==> src/rtl/sram_burst_reader.sv <==
// Burst read master: turns one {addr, len} command into single-beat AXI-lite reads.
// Returned data lands in a small FIFO and leaves as a valid/ready stream.
module sram_burst_reader #(
  parameter int ADDR_WIDTH = 20,
  parameter int DATA_WIDTH = 16,
  parameter int FIFO_DEPTH = 4,
  parameter int LEN_WIDTH  = ADDR_WIDTH + 1
) (
  input  logic                  clk,
  input  logic                  reset,
  input  logic                  cmd_valid,
  output logic                  cmd_ready,
  input  logic [ADDR_WIDTH-1:0] cmd_addr,
  input  logic [LEN_WIDTH-1:0]  cmd_len,
  output logic                  busy,
  output logic                  done,
  output logic                  err,
  output logic [ADDR_WIDTH-1:0] axi_araddr,
  output logic                  axi_arvalid,
  input  logic                  axi_arready,
  input  logic [DATA_WIDTH-1:0] axi_rdata,
  input  logic [1:0]            axi_rresp,
  input  logic                  axi_rvalid,
  output logic                  axi_rready,
  output logic [DATA_WIDTH-1:0] out_data,
  output logic                  out_valid,
  input  logic                  out_ready,
  output logic                  out_last
);

  localparam int PTR_W = $clog2(FIFO_DEPTH);
  localparam int CNT_W = PTR_W + 1;

  typedef enum logic [1:0] {S_IDLE, S_ISSUE, S_DRAIN} state_t;

  state_t                state_q, state_d;
  logic [ADDR_WIDTH-1:0] araddr_q, araddr_d;
  logic                  arvalid_q, arvalid_d;
  logic                  done_q, done_d;
  logic                  err_q, err_d;
  logic [LEN_WIDTH-1:0]  issue_rem_q, issue_rem_d;
  logic [LEN_WIDTH-1:0]  deliver_rem_q, deliver_rem_d;
  logic [CNT_W-1:0]      inflight_q, inflight_d;
  logic [CNT_W-1:0]      count_q, count_d;
  logic [PTR_W-1:0]      wr_ptr_q, rd_ptr_q;
  logic [DATA_WIDTH-1:0] mem_q [FIFO_DEPTH];

  logic cmd_fire, ar_fire, r_fire, pop;

  assign cmd_ready   = (state_q == S_IDLE) && !reset;
  assign busy        = (state_q != S_IDLE);
  assign done        = done_q;
  assign err         = err_q;
  assign axi_araddr  = araddr_q;
  assign axi_arvalid = arvalid_q;
  assign axi_rready  = !reset;
  assign out_valid   = (count_q != '0);
  assign out_data    = mem_q[rd_ptr_q];
  assign out_last    = out_valid && (deliver_rem_q == LEN_WIDTH'(1));

  // A response with nothing outstanding is a leftover from before a reset.
  assign cmd_fire = cmd_valid && cmd_ready;
  assign ar_fire  = arvalid_q && axi_arready;
  assign r_fire   = axi_rvalid && axi_rready && (inflight_q != '0);
  assign pop      = out_valid && out_ready;

  always_comb begin
    state_d       = state_q;
    araddr_d      = araddr_q;
    done_d        = 1'b0;
    err_d         = err_q | (r_fire && (axi_rresp != 2'b00));
    issue_rem_d   = issue_rem_q - LEN_WIDTH'(ar_fire);
    deliver_rem_d = deliver_rem_q - LEN_WIDTH'(pop);
    inflight_d    = inflight_q + CNT_W'(ar_fire) - CNT_W'(r_fire);
    count_d       = count_q + CNT_W'(r_fire) - CNT_W'(pop);
    if (ar_fire) araddr_d = araddr_q + ADDR_WIDTH'(1);

    case (state_q)
      S_IDLE: begin
        if (cmd_fire) begin
          araddr_d      = cmd_addr;
          issue_rem_d   = cmd_len;
          deliver_rem_d = cmd_len;
          err_d         = 1'b0;
          if (cmd_len != '0) state_d = S_ISSUE;
          else               done_d  = 1'b1;
        end
      end
      S_ISSUE: begin
        if (issue_rem_d == '0) state_d = S_DRAIN;
      end
      S_DRAIN: begin
        if (deliver_rem_d == '0) begin
          state_d = S_IDLE;
          done_d  = 1'b1;
        end
      end
      default: state_d = S_IDLE;
    endcase

    // A presented AR already owns a credit, so it is not counted again while held.
    if (arvalid_q && !axi_arready)
      arvalid_d = 1'b1;
    else
      arvalid_d = (state_d == S_ISSUE) && (issue_rem_d != '0) &&
                  (({1'b0, count_d} + {1'b0, inflight_d}) < (CNT_W+1)'(FIFO_DEPTH));
  end

  always_ff @(posedge clk) begin
    if (reset) begin
      state_q       <= S_IDLE;
      araddr_q      <= '0;
      arvalid_q     <= 1'b0;
      done_q        <= 1'b0;
      err_q         <= 1'b0;
      issue_rem_q   <= '0;
      deliver_rem_q <= '0;
      inflight_q    <= '0;
      count_q       <= '0;
      wr_ptr_q      <= '0;
      rd_ptr_q      <= '0;
    end else begin
      state_q       <= state_d;
      araddr_q      <= araddr_d;
      arvalid_q     <= arvalid_d;
      done_q        <= done_d;
      err_q         <= err_d;
      issue_rem_q   <= issue_rem_d;
      deliver_rem_q <= deliver_rem_d;
      inflight_q    <= inflight_d;
      count_q       <= count_d;
      if (r_fire) wr_ptr_q <= wr_ptr_q + PTR_W'(1);
      if (pop)    rd_ptr_q <= rd_ptr_q + PTR_W'(1);
    end
  end

  always_ff @(posedge clk) begin
    if (r_fire) mem_q[wr_ptr_q] <= axi_rdata;
  end

endmodule

==> config.mk <==
export PLATFORM = sky130hd
export DESIGN_NAME = sram_burst_reader
export DESIGN_NICKNAME = d
export VERILOG_FILES = /design/src/rtl/sram_burst_reader.sv
export SDC_FILE = /design/constraint.sdc
export NUM_CORES = 1
export LEC_CHECK = 0
export CORE_MARGIN = 5
export CORE_UTILIZATION = 45
export CTS_CLUSTER_DIAMETER = 30
export DETAILED_ROUTE_END_ITERATION = 10
export PLACE_DENSITY = 0.72
export SYNTH_ARGS = -nofsm -noshare
export SYNTH_HDL_FRONTEND = slang
export SYNTH_SLANG_ARGS = --single-unit
==> constraint.sdc <==
create_clock -name clk -period 2.9 [get_ports clk]
set_clock_uncertainty 0.05 [all_clocks]
set_input_delay 0.29 -clock clk [delete_from_list [all_inputs] [get_ports clk]]
set_output_delay 0.29 -clock clk [all_outputs]
set_load 0.01 [all_outputs]
==> metrics.yaml <==
synthesis:
  yosysMostFrequentCell: "dfxtp_1"
  syn_area_per_cell_um2: 11.17
  synth_area_um2: 6604
  synth_top_cell_area_share_pct: 29.10
  ys_seq_area_share_pct: 53.05
  syn_inst: 591
  syn_nets: 673
  synth_edf_count: 64
  async_flop_share_pct: 0
  ys_top_cells_by_area: "edfxtp_1, dfxtp_1, mux4_2"
  yosysWarnings: 0
  yosys.area.top_type: "edfxtp_1"
  synthTopCellsByCount: "dfxtp_1, edfxtp_1, nor2_1"
  yosysUniqueCellTypes: 58
  ys.flop_type: "dfxtp_1"
  synth_seq_cells: 143
sta:
  min_period_ps: 2891
  rsz0062_at_grt: "true"
  whs_ps: 414.3
  maxSlewHeadroom_pct: 47.28
  timing.fmax_ghz: 0.3460
  period_share_pct: 99.68
  worst_pin_slew_ps: 783.6
  hold_viol: 0
  slew_viol_final: 0
  setup_viol: 0
  fin_ws_ps: 9.414
layout:
  nNetsFinal: 826
  design_area_um2: 8926
  syn_to_final_growth_pct: 35.16
  n_antenna_cell: 0
  drive_gt1_share_pct: 17.97
critical_path:
  r2r_start: "count_q[1]"
  crit_type: "register to register"
  r2r_slack_ps: 9
  slowest_delay_ps: 380
  cp.arrival_ps: 3140
  worst_setup_path_end_kind: "register"
  r2r_end: "axi_arvalid"
  path_max_fanout: 3
  critical_path_required_ps: 3150
  worstPathCellList: "or3_4 > and2_4 > buf_6 > ha_4 > inv_4 > ha_4 > fa_2 > xnor2_2 > ha_1 > nor3_2 > nand2_2 > nor3_2 > a31oi_1 > o31ai_2"
  crit_path_top_delay_cell: "or3_4"
  r2r_cells: 14
  critPathLaunchType: "register"
detailed_routing:
  vias: 5178
  postRouteAntennaNets: 0
  wirelength_mm: 16.25
  drcViolationCount: 0
  first_pass_iters: 5
  wl_per_cell_um: 17.27
  viasPerCell: 5.503
  drtIter0Drc: 324
pwr:
  p_leak_nw: 3.178
  ir_drop_v: 0.0005005
  finalPower_w: 0.007355
  power_density_nw_per_um2: 824.0
cts:
  worstSkewPairLatency_ps: 420
  cts.sinks: 143
  cts_tree: "built"
  cts.path.max_buffers: 2
  clkSlewWorstSetupHoldPaths_ps: 60
  cts_max_level: 4
  cts_root_buf: "clkbuf_16"
  cts_buffers: 17
placement:
  dp_slack_ps: -182.3
  dpl_cell_area_um2: 8153
  portBuffers: 108
  gp_congestion: 0.9006
  dp_hpwl_mm: 11.74
global_route:
  grt_overflow: 0
  first_global_vias: 5336
  grt_use_total_pct: 18.76
  antenna_found_initial: 0
  grt_pass1_wl_mm: 26.41
  grt_max_degree: 57
min_path:
  whs_endpoint: "axi_araddr[11]"
  min_path_cells: 3
  hold_path_startpoint: "cmd_addr[11]"
  hold_class: "primary input to register"
die:
  rows: 44
  dieArea_um2: 17200
  die_w_um: 131.1
  fp.dieH_um: 131.1
  core-area_um2: 14480
  initial_utilization_pct: 45.61
  io_pins: 109
run:
  drv_cap: 0
status:
  status: "finished, final reports clean"
-- metal layers --
| metal | vias up | GRT usage [%] | routed length, µm |
|---|---|---|---|
| met5 | - | 0 | 0 |
| met4 | 0 | 7.564 | 359 |
| met3 | 35 | 5.313 | 887 |
| met2 | 199 | 30.19 | 7947 |
| li1 | 2498 | - | - |
| met1 | 2446 | 23.89 | 7054 |
-- worst max-delay path by stage --
stage	cells past startpoint	startpoint	slack, ps	endpoint
5_1_grt	14	count_q[1]	-90	axi_arvalid
3_3_place_gp	14	reset	-100	axi_arvalid
4_1_cts	13	count_q[2]	3	axi_arvalid
3_5_place_dp	15	axi_rvalid	-180	axi_arvalid
6_report	14	count_q[1]	9	axi_arvalid
2_1_floorplan	13	inflight_q[1]	10	axi_arvalid
-- metrics by stage --
stage	util, %	setup TNS, ps	std cells
floorplan	-	0	591
global placement	56.31	-143.9	905
detailed placement	56.31	-354.8	905
CTS	60.97	0	937
global route	61.65	-116.2	941
finish	61.65	0	941
-- area by class of cell --
type                            instances  area, µm²
Fill cell                            1182       5553
Tap cell                              184      230.2
Clock inverter                         11      148.9
Timing Repair Buffer                  160       1488
Sequential cell                       143       3506
Clock buffer                           21      493.0
Inverter                               20      77.57
Multi-Input combinational cell        402       2983
-- where the power goes --
group	internal [W]	switching, W
logic	0.00132	0.00113
registers	0.00235	0.000239
clock network	0.00148	0.000828
total	0.00515	0.00220
-- critical path, delay by kind of cell, from the launching register on --
kind,cells,cell delay [ps]
adder cells (fa/ha/maj),4,1070
AND/OR/NAND/NOR,5,730
flip-flops,1,320
AO/OA/AOI/OAI,2,300
XOR/XNOR,1,160
buffers and inverters,2,140
-- repair_timing --
item,in CTS,in global routing
pin swaps,7,10
setup buffers,0,4
setup endpoints to repair,2,4
gates resized for setup,7,16
hold endpoints to repair,0,0
hold buffers,0,0
-- cell families after synthesis --
kind of cell / share of synthesized area [%]
adders and majority gates: 3.448
muxes: 5.608
xor gates and xnor gates: 7.427
DFF: 53.05
and+or+nand+nor: 17.62
AOI/OAI and AO/OA: 9.625
buffers and inverters: 3.221
-- flip-flops by register name, summed over array words and instances, names as in the netlist, 2 cells and up, named ones only --
| register | cells |
|---|---|
| inflight_q | 3 |
| axi_araddr | 20 |
| deliver_rem_q | 21 |
| mem_q | 64 |
| state_q | 2 |
| count_q | 3 |
| wr_ptr_q | 2 |
| rd_ptr_q | 2 |
| issue_rem_q | 21 |
-- cell usage in the layout, fill, tap and decap left out, drive strengths merged, types with 4 or more instances in the layout --
| master | synthesis | routed |
|---|---|---|
| nor2b | 6 | 6 |
| or4b | 4 | 4 |
| nor4 | 19 | 19 |
| and3 | 5 | 5 |
| inv | 20 | 24 |
| xnor2 | 35 | 35 |
| xor2 | 21 | 21 |
| nand2 | 27 | 27 |
| nand4 | 9 | 9 |
| a21oi | 32 | 32 |
| nor3 | 27 | 27 |
| ha | 15 | 15 |
| clkdlybuf4s50 | 0 | 108 |
| or3 | 8 | 8 |
| nor2 | 60 | 60 |
| buf | 6 | 52 |
| a211oi | 19 | 19 |
| clkbuf | 20 | 21 |
| dfxtp | 79 | 79 |
| clkinv | 0 | 4 |
| mux4 | 16 | 16 |
| nand3b | 4 | 4 |
| edfxtp | 64 | 64 |
| o21ai | 29 | 29 |
| or2 | 4 | 4 |
| a31oi | 6 | 6 |
| nand3 | 14 | 14 |
| and2 | 9 | 9 |
Power figures use the tool's default switching activity.
